$ cat src/rtl/broadsync_slave_rx.sv
// BroadSync slave receiver: synchronises the serial bit clock/heartbeat/timecode,
// deserialises and CRC-8 checks each frame, and presents lock/time/accuracy plus status.
module broadsync_slave_rx #(
  parameter int NS_WIDTH       = 30,
  parameter int S_WIDTH        = 48,
  parameter int TIMEOUT_CYCLES = 1024
) (
  input  logic                          clk,
  input  logic                          reset,
  input  logic                          bs_clk_in,
  input  logic                          bs_heartbeat_in,
  input  logic                          bs_timecode_in,
  input  logic                          frame_en,
  output logic                          frame_done,
  output logic                          lock_value_out,
  output logic [S_WIDTH+NS_WIDTH+1:0]   time_value_out,
  output logic [7:0]                    clk_accuracy_out,
  output logic                          frame_error
);

  localparam int P   = 1 + S_WIDTH + NS_WIDTH + 8;
  localparam int FB  = P + 8;
  localparam int TW  = S_WIDTH + NS_WIDTH + 2;
  localparam int CW  = $clog2(FB + 1);
  localparam int TOW = $clog2(TIMEOUT_CYCLES + 1);
  localparam logic [NS_WIDTH-1:0] NS_LIMIT = NS_WIDTH'(1_000_000_000);

  typedef enum logic [2:0] {IDLE, WAIT_HB, WAIT_START, SHIFT, CHECK} state_t;

  logic [1:0]     clk_sync_q, clk_sync_d;
  logic [1:0]     hb_sync_q, hb_sync_d;
  logic [1:0]     tc_sync_q, tc_sync_d;
  logic           clk_prev_q, clk_prev_d;
  state_t         state_q, state_d;
  logic [FB-1:0]  shift_q, shift_d;
  logic [7:0]     crc_q, crc_d;
  logic [CW-1:0]  bit_cnt_q, bit_cnt_d;
  logic [TOW-1:0] to_cnt_q, to_cnt_d;
  logic           lock_q, lock_d;
  logic [TW-1:0]  time_q, time_d;
  logic [7:0]     acc_q, acc_d;
  logic           done_q, done_d;
  logic           err_q, err_d;

  logic           strobe, hb, tc, crc_fb, frame_good;
  logic [7:0]     crc_next;
  logic [NS_WIDTH-1:0] ns_field;

  assign strobe   = clk_sync_q[1] & ~clk_prev_q;
  assign hb       = hb_sync_q[1];
  assign tc       = tc_sync_q[1];
  assign crc_fb   = crc_q[7] ^ tc;
  assign crc_next = {crc_q[6:0], 1'b0} ^ (crc_fb ? 8'h07 : 8'h00);
  // Frame layout in shift_q (MSB first): lock, seconds, ns, accuracy, crc
  assign ns_field   = shift_q[NS_WIDTH+15:16];
  assign frame_good = (crc_q == shift_q[7:0]) && (ns_field < NS_LIMIT);

  always_comb begin
    clk_sync_d = {clk_sync_q[0], bs_clk_in};
    hb_sync_d  = {hb_sync_q[0], bs_heartbeat_in};
    tc_sync_d  = {tc_sync_q[0], bs_timecode_in};
    clk_prev_d = clk_sync_q[1];
    state_d    = state_q;
    shift_d    = shift_q;
    crc_d      = crc_q;
    bit_cnt_d  = bit_cnt_q;
    to_cnt_d   = to_cnt_q;
    lock_d     = lock_q;
    time_d     = time_q;
    acc_d      = acc_q;
    done_d     = done_q;
    err_d      = err_q;

    if (!frame_en) begin
      state_d = IDLE;
      done_d  = 1'b0;
      err_d   = 1'b0;
    end else begin
      case (state_q)
        IDLE: state_d = WAIT_HB;
        WAIT_HB: if (strobe && hb) state_d = WAIT_START;
        WAIT_START: begin
          if (strobe && tc) begin
            shift_d   = '0;
            crc_d     = '0;
            bit_cnt_d = '0;
            to_cnt_d  = '0;
            state_d   = SHIFT;
          end
        end
        SHIFT: begin
          if (strobe) begin
            to_cnt_d = '0;
            if (hb) begin
              done_d  = 1'b0;
              err_d   = 1'b1;
              state_d = WAIT_START;
            end else begin
              shift_d   = {shift_q[FB-2:0], tc};
              // CRC covers the payload only, not the trailing crc byte
              if (bit_cnt_q < CW'(P)) crc_d = crc_next;
              bit_cnt_d = bit_cnt_q + 1'b1;
              if (bit_cnt_q == CW'(FB - 1)) state_d = CHECK;
            end
          end else if (to_cnt_q == TOW'(TIMEOUT_CYCLES - 1)) begin
            done_d  = 1'b0;
            err_d   = 1'b1;
            state_d = WAIT_HB;
          end else begin
            to_cnt_d = to_cnt_q + 1'b1;
          end
        end
        CHECK: begin
          if (frame_good) begin
            lock_d = shift_q[FB-1];
            time_d = {2'b00, shift_q[FB-2:16]};
            acc_d  = shift_q[15:8];
            done_d = 1'b1;
            err_d  = 1'b0;
          end else begin
            done_d = 1'b0;
            err_d  = 1'b1;
          end
          state_d = WAIT_HB;
        end
        default: state_d = IDLE;
      endcase
    end
  end

  always_ff @(posedge clk or posedge reset) begin
    if (reset) begin
      clk_sync_q <= '0;
      hb_sync_q  <= '0;
      tc_sync_q  <= '0;
      clk_prev_q <= 1'b0;
      state_q    <= IDLE;
      shift_q    <= '0;
      crc_q      <= '0;
      bit_cnt_q  <= '0;
      to_cnt_q   <= '0;
      lock_q     <= 1'b0;
      time_q     <= '0;
      acc_q      <= '0;
      done_q     <= 1'b0;
      err_q      <= 1'b0;
    end else begin
      clk_sync_q <= clk_sync_d;
      hb_sync_q  <= hb_sync_d;
      tc_sync_q  <= tc_sync_d;
      clk_prev_q <= clk_prev_d;
      state_q    <= state_d;
      shift_q    <= shift_d;
      crc_q      <= crc_d;
      bit_cnt_q  <= bit_cnt_d;
      to_cnt_q   <= to_cnt_d;
      lock_q     <= lock_d;
      time_q     <= time_d;
      acc_q      <= acc_d;
      done_q     <= done_d;
      err_q      <= err_d;
    end
  end

  assign frame_done       = done_q;
  assign frame_error      = err_q;
  assign lock_value_out   = lock_q;
  assign time_value_out   = time_q;
  assign clk_accuracy_out = acc_q;

endmodule

$ cat config.mk
export PLATFORM = sky130hd
export DESIGN_NAME = broadsync_slave_rx
export DESIGN_NICKNAME = d
export VERILOG_FILES = /design/src/rtl/broadsync_slave_rx.sv
export SDC_FILE = /design/constraint.sdc
export NUM_CORES = 1
export LEC_CHECK = 0
export ABC_CLOCK_PERIOD_IN_PS = 8430
export BUFFER_PORTS_ARGS = -buffer_cell sky130_fd_sc_hd__buf_2
export CORE_MARGIN = 3
export CORE_UTILIZATION = 45
export CTS_CLUSTER_DIAMETER = 80
export DETAILED_ROUTE_END_ITERATION = 12
export HOLD_SLACK_MARGIN = 0.03
export PLACE_DENSITY = 0.63
export RECOVER_POWER = 50
export SETUP_SLACK_MARGIN = 0.1
export SYNTH_ARGS = -nofsm -noshare
export SYNTH_HDL_FRONTEND = slang
export SYNTH_SLANG_ARGS = --single-unit
$ cat constraint.sdc
create_clock -name clk -period 8.43 [get_ports clk]
set_clock_uncertainty 0.15 [all_clocks]
set_input_delay 0 -clock clk [delete_from_list [all_inputs] [get_ports clk]]
set_output_delay 0 -clock clk [all_outputs]
set_load 0.01 [all_outputs]
==> results of run 1 <==
## cell type report
cell class	count	area [µm²]
multi-input cells	357	2880
inverters	6	30.0
repair buffers	106	464
clock inverters	7	87.6
fillers	1518	8350
clock buffers	36	727
flip-flops and latches	220	5510
well taps	229	287
## path summary, 6_finish.rpt
kind | slack [ns] | start | cells past startpoint | end
setup / recovery | 3.71 | reset | 4 | time_value_out[68]$_DFFE_PP0P_
hold / removal | 0.15 | reset | 3 | time_value_out[48]$_DFFE_PP0P_
setup reg to reg | 5.26 | state_q[0]$_DFFE_PP0P_ | 6 | time_value_out[23]$_DFFE_PP0P_
hold reg to reg | 0.20 | tc_sync_q[0]$_DFF_PP0_ | 0 | tc_sync_q[1]$_DFF_PP0_
max in group clk | 5.26 | state_q[0]$_DFFE_PP0P_ | 6 | time_value_out[23]$_DFFE_PP0P_
min in group clk | 0.20 | tc_sync_q[0]$_DFF_PP0_ | 0 | tc_sync_q[1]$_DFF_PP0_
## state kept, by name, summed over array words and instances (netlist names)
name and count:
frame_error 1, frame_done 1, clk_prev_q 1, hb_sync_q 2, clk_accuracy_out 8, tc_sync_q 2, time_value_out 78, crc_q 8
clk_sync_q 2, state_q 3, to_cnt_q 11, bit_cnt_q 7, lock_value_out 1, shift_q 95
## power by group through the flow
stage / Combinational, W / Sequential (W) / Clock (W)
4_1_cts: 0.000117 / 0.00111 / 0.00109
6_report: 0.000114 / 0.00111 / 0.00106
3_3_place_gp: 0.000109 / 0.00112 / 0
3_5_place_dp: 0.000113 / 0.00113 / 0
2_1_floorplan: 0.000102 / 0.00111 / 0
5_1_grt: 0.000131 / 0.00111 / 0.00114
## Yosys cell counts (all sizes together) (4+ instances only)
cell type,count
o31ai,6
and2,4
or2,4
nand3,10
a22o,96
buf,17
a21oi,5
a31oi,5
dfrtp,220
nor2,13
clkbuf,23
o21a,4
inv,6
o41ai,4
mux2,87
nand2b,4
or3,5
o21ai,29
xnor2,6
nand2,32
## metrics by stage
step	hold WS (ns)	cell area (µm²)
after floorplan	-0.119	8570
after global placement	-0.0405	9200
after detailed placement	-0.0383	9200
after CTS	0.164	10100
after global routing	0.202	9980
final	0.149	9980
## what timing repair did
action | 4_1_cts | 5_1_grt
resized for setup | 0 | 0
hold buffers | 8 | 0
setup buffers | 0 | 0
hold endpoints to repair | 152 | 0
## kinds of logic (layout without fill, tap and decap cells)
kind of cell,after synthesis,count (layout)
buf+inv,46,155
other cells,1,2
fa+ha+maj,3,3
simple gates,95,95
flops,220,220
compound gates,161,161
mux,87,87
xor+xnor,9,9
## tightest hold or removal path, delay by kind of cell
| family | cells | cell delay, ns |
|---|---|---|
| buffers and inverters | 3 | 1.35 |
## routing by layer
metal  vias to the layer above  GRT usage  part of all wire
met5                         -          0                 0
met4                         0     0.0406             0.015
met3                        22     0.0380             0.052
met2                        99      0.264              0.48
met1                      2730      0.235              0.45
li1                       2476          -                 -
==> impl_metrics.ini, run 1 <==
[yosys]
syn-cell-area_um2 = 8570
synth_area_per_cell_um2 = 13.8
ys.flop_type = dfrtp_1
synth-edff-count = 0
ys_types = 53
synth_compound_area_frac = 0.146
ys_warn_count = 0
yosys.area_share.xor_xnor = 0.00920
ys_seq_area_frac = 0.642
synthAdderAreaFrac = 0.00438
ys_async_sr_fraction = 1.00
synth-simple-area-share = 0.0594
synth_top_family_by_area = compound AO/OA/AOI/OAI gates
yosysTopAreaCellShare = 0.642
synth-seq-cells = 220
synth_cells = 622
synth.largest_area_cell = dfrtp_1
synth_mux_area_frac = 0.114
ys_top_cells_by_area = dfrtp_1 (64%), a22o_1 (9.8%), mux2_2 (8.9%), mux2_1 (2.5%), o21ai_0 (1.7%)

[clocking]
root_buffer = clkbuf_16
cts_buffers = 24
clk_latency_ns = 0.51
clock_sinks = 220
clockBufferDepth = 3
clk_pin_slew_worst_paths_ns = 0.06
cts_tree = built
cts_max_level = 1

[die]
start_util = 0.468
rows = 49
ios = 97
dieArea_um2 = 20700
dieWidth_um = 144
die_h_um = 144
core_area_um2 = 18300

[route]
drtIter0Drc = 275
vias = 5327
firstDrtPassIters = 4
route.detailed.drc = 0
drtAntennaViolNets = 0
avgRoutedWirePerCell_um = 17.6
vias_per_cell = 5.54
finalWirelength_um = 17000

[pwr]
seqPwrFrac = 0.485
finalPower_w = 0.00228
p_leak_nw = 4.78
swShare = 0.225
p_comb_frac = 0.050
intPower_w = 0.00177
clkPwrFrac = 0.465
ir_worst_vdd_uv = 155
p_per_area_nw_per_um2 = 229
power.switching_w = 0.000514

[timing]
hold_viol_final = 0
setup_ws_ns = 3.71
fin_setup_tns_ns = 0
finalSetupViolations = 0
maxSlewViolCount = 77
rsz0062_at_grt = false
min_period_over_period = 0.560
worstMarginPinSlew_ns = 3.93
max_slew_margin = -1.62
fmax_mhz = 212
fin_crit_ns = 4.72

[run_status]
status = finished, violations left
violations = capacitance limit, slew limit

[run]
drv_cap = 1

[critical_path]
critPathKind = in -> async
path_cells = dlygate4sd3_1 -> clkbuf_1 -> inv_8 -> clkbuf_1
cp_slowest_cell = clkbuf_1
crit_required_ns = 7.98
setup.worst_path.end_class = async pin
cp.buffers_inverters = 4
cpMostUsedCell = clkbuf_1
critPathMaxFanout = 145
cp-start-kind = input pin
slowest_delay_ns = 2.81
cp_top_family = buffers and inverters
arrival_ns = 4.27

[place]
pre_cts_slack_ns = 5.28
dp_hpwl_um = 10100
gp_congestion = 0.814
portBuffers = 94
dp_cells = 910

[global_route]
grt_pass1_wl_um = 28400
overflow = 0
antenna_found_initial = 0
grt_max_degree = 146
track_usage = 0.166
grt_pass1_vias = 5527

[layout]
layout_commonest_cell = dfrtp_1
area_growth_pct = 16.5
n_antenna_cell = 0
final_util = 0.544
final_cell_mix = dfrtp_1 (220), a22o_1 (96), clkbuf_1 (96)
drive_above_1_share = 0.168
nets = 724
final_cells = 961

[worst_hold_path]
worst_hold_path_type = in -> async
Note: power is estimated with default switching activity, not from simulation.
==> run 2: changes to the inputs <==
--- a/config.mk
+++ b/config.mk
@@ -5,7 +5,7 @@
 export SDC_FILE = /design/constraint.sdc
 export NUM_CORES = 1
 export LEC_CHECK = 0
-export ABC_CLOCK_PERIOD_IN_PS = 8430
+export ABC_CLOCK_PERIOD_IN_PS = 4400
 export BUFFER_PORTS_ARGS = -buffer_cell sky130_fd_sc_hd__buf_2
 export CORE_MARGIN = 3
 export CORE_UTILIZATION = 45
==> constraint.sdc (replaced) <==
create_clock -name clk -period 4.4 [get_ports clk]
set_clock_uncertainty 0.15 [all_clocks]
set_input_delay 0 -clock clk [delete_from_list [all_inputs] [get_ports clk]]
set_output_delay 0 -clock clk [all_outputs]
set_load 0.01 [all_outputs]
==> run 2 against run 1 <==
The flow still finishes with violations (capacitance limit, slew limit). Non-clock buffer count increased by 3. Worst setup slack got worse by 2.6 ns. Final area is 0.50% higher. Worst hold slack better by 0.048 ns. First-iteration DRC count rose by 31%. Core utilization up 0.27 points. Flip-flop and latch count stayed put. Clock power grew 98%. Final cell count is 0.42% higher. Register-to-register slack got worse by 4.1 ns.
==> impl_metrics.ini, run 2 (synthesis results as in run 1) <==
[critical_path]
critPathKind = reg -> reg
crit_required_ns = 4.65
path_cells = nand2b_1 -> a2111o_1 -> buf_4 -> a21o_1 -> nand2_1 -> o31ai_1
slowest_delay_ns = 1.23
rr_startpoint = clk_prev_q$_DFF_PP0_
critPathMaxFanout = 59
setup.worst_path.end_class = flop
arrival_ns = 3.50
cp_slowest_cell = a2111o_1
cp-start-kind = flop
reg2reg_slack_ns = 1.16
rr_worst_depth = 6
r2r-end = bit_cnt_q[5]$_DFFE_PP0P_

[clocking]
clockBufferDepth = 3
cts_setup_buffers = 0
root_buffer = clkbuf_16
clk_latency_ns = 0.50
cts_buffers = 24
cts_hold_buf = 9
cts_max_level = 1
ctsResizeCount = 0
clk_pin_slew_worst_paths_ns = 0.06
cts_tree = built
clock_sinks = 220

[global_route]
track_usage = 0.167
antenna_found_initial = 0
grt_pass1_wl_um = 28600
grt_max_degree = 118
overflow = 0
grt_pass1_vias = 5562

[layout]
layout_commonest_cell = dfrtp_1
final_cell_mix = dfrtp_1 (220), a22o_1 (96), clkbuf_1 (93)
n_fill_cell = 1547
drive_above_1_share = 0.174
largest_reg_flops = 95
top_register = shift_q
multiInputGateArea_um2 = 2880
nets = 727
n_antenna_cell = 0
area_growth_pct = 17.0
register_area_um2 = 5510
final_util = 0.547

[worst_hold_path]
hp-start = tc_sync_q[0]$_DFF_PP0_
min_path_cells = 0
hold_end = tc_sync_q[1]$_DFF_PP0_
worst_hold_path_type = reg -> reg

[place]
dp_hpwl_um = 10400
gp_congestion = 0.823
portBuffers = 94

[die]
dieArea_um2 = 20700
ios = 97
start_util = 0.468
die_h_um = 144
core_area_um2 = 18300
dieWidth_um = 144
rows = 49

[timing]
rsz0062_at_grt = false
max_slew_margin = -0.0395
fin_setup_tns_ns = 0
whs_ns = 0.197
fin_crit_ns = 3.24
finalSetupViolations = 0
fmax_mhz = 309
maxSlewViolCount = 47
worstMarginPinSlew_ns = 1.56
hold_viol_final = 0
min_period_over_period = 0.737

[pwr]
p_per_area_nw_per_um2 = 443
clkPwrFrac = 0.472
p_leak_nw = 4.80
p_comb_frac = 0.050
seqPwrFrac = 0.478
ir_worst_vdd_uv = 247
swShare = 0.226
power.switching_w = 0.00100
intPower_w = 0.00344

[route]
route.detailed.drc = 0
drtIter0Drc = 360
firstDrtPassIters = 4
drtAntennaViolNets = 0
vias_per_cell = 5.62
avgRoutedWirePerCell_um = 17.7
vias = 5425
finalWirelength_um = 17100

[run_status]
violations = capacitance limit, slew limit
status = finished, violations left

[run]
drv_cap = 1
run 2: critical path, delay by kind of cell (launching register included):
family	cells	cell delay, ns
flip-flops	1	0.36
AO/OA/AOI/OAI	3	1.43
buffers and inverters	1	0.73
AND/OR/NAND/NOR	2	0.43
run 2: how the worst max path moves through the flow:
stage | startpoint | end | slack [ns] | depth (start not counted)
after floorplan | reset | bit_cnt_q[0]$_DFFE_PP0P_ | 1.38 | 1
after global placement | shift_q[32]$_DFFE_PP0P_ | time_value_out[47]$_DFFE_PP0P_ | 1.43 | 6
after detailed placement | shift_q[32]$_DFFE_PP0P_ | time_value_out[50]$_DFFE_PP0P_ | 1.35 | 6
after CTS | shift_q[32]$_DFFE_PP0P_ | time_value_out[50]$_DFFE_PP0P_ | 1.35 | 6
after global routing | reset | shift_q[50]$_DFFE_PP0P_ | 0.75 | 5
final | clk_prev_q$_DFF_PP0_ | bit_cnt_q[5]$_DFFE_PP0P_ | 1.16 | 6
run 2: cell type report:
type / count / share of cell area
clock buffer: 34 / 0.0707
tap: 229 / 0.0286
inverter: 6 / 0.00237
sequential: 220 / 0.549
timing repair buffer: 109 / 0.0493
clock inverter: 10 / 0.0132
multi-input combinational: 357 / 0.287
run 2: per-stage QoR:
stage / instances / power (W) / cell area [µm²] / setup WS, ns
after floorplan: 623 / 0.00232 / 8580 / 1.38
after global placement: 912 / 0.00236 / 9230 / 1.43
after detailed placement: 912 / 0.00238 / 9230 / 1.35
after CTS: 965 / 0.00448 / 10200 / 1.35
after global routing: 965 / 0.00462 / 10000 / 0.750
final: 965 / 0.00444 / 10000 / 1.16
run 2: layer usage:
metal / track usage / up-vias / wire, µm
met2: 0.263 / 109 / 8500
met4: 0.0500 / 0 / 297
li1: - / 2488 / -
met3: 0.0364 / 26 / 793
met1: 0.236 / 2802 / 7520
met5: 0 / - / 0
run 2: power by group through the flow:
| stage | Combinational [W] | Sequential (W) | Clock (W) |
|---|---|---|---|
| final | 0.000220 | 0.00212 | 0.00210 |
| after global placement | 0.000210 | 0.00215 | 0 |
| after CTS | 0.000227 | 0.00212 | 0.00213 |
| after floorplan | 0.000197 | 0.00213 | 0 |
| after global routing | 0.000253 | 0.00213 | 0.00223 |
| after detailed placement | 0.000221 | 0.00216 | 0 |
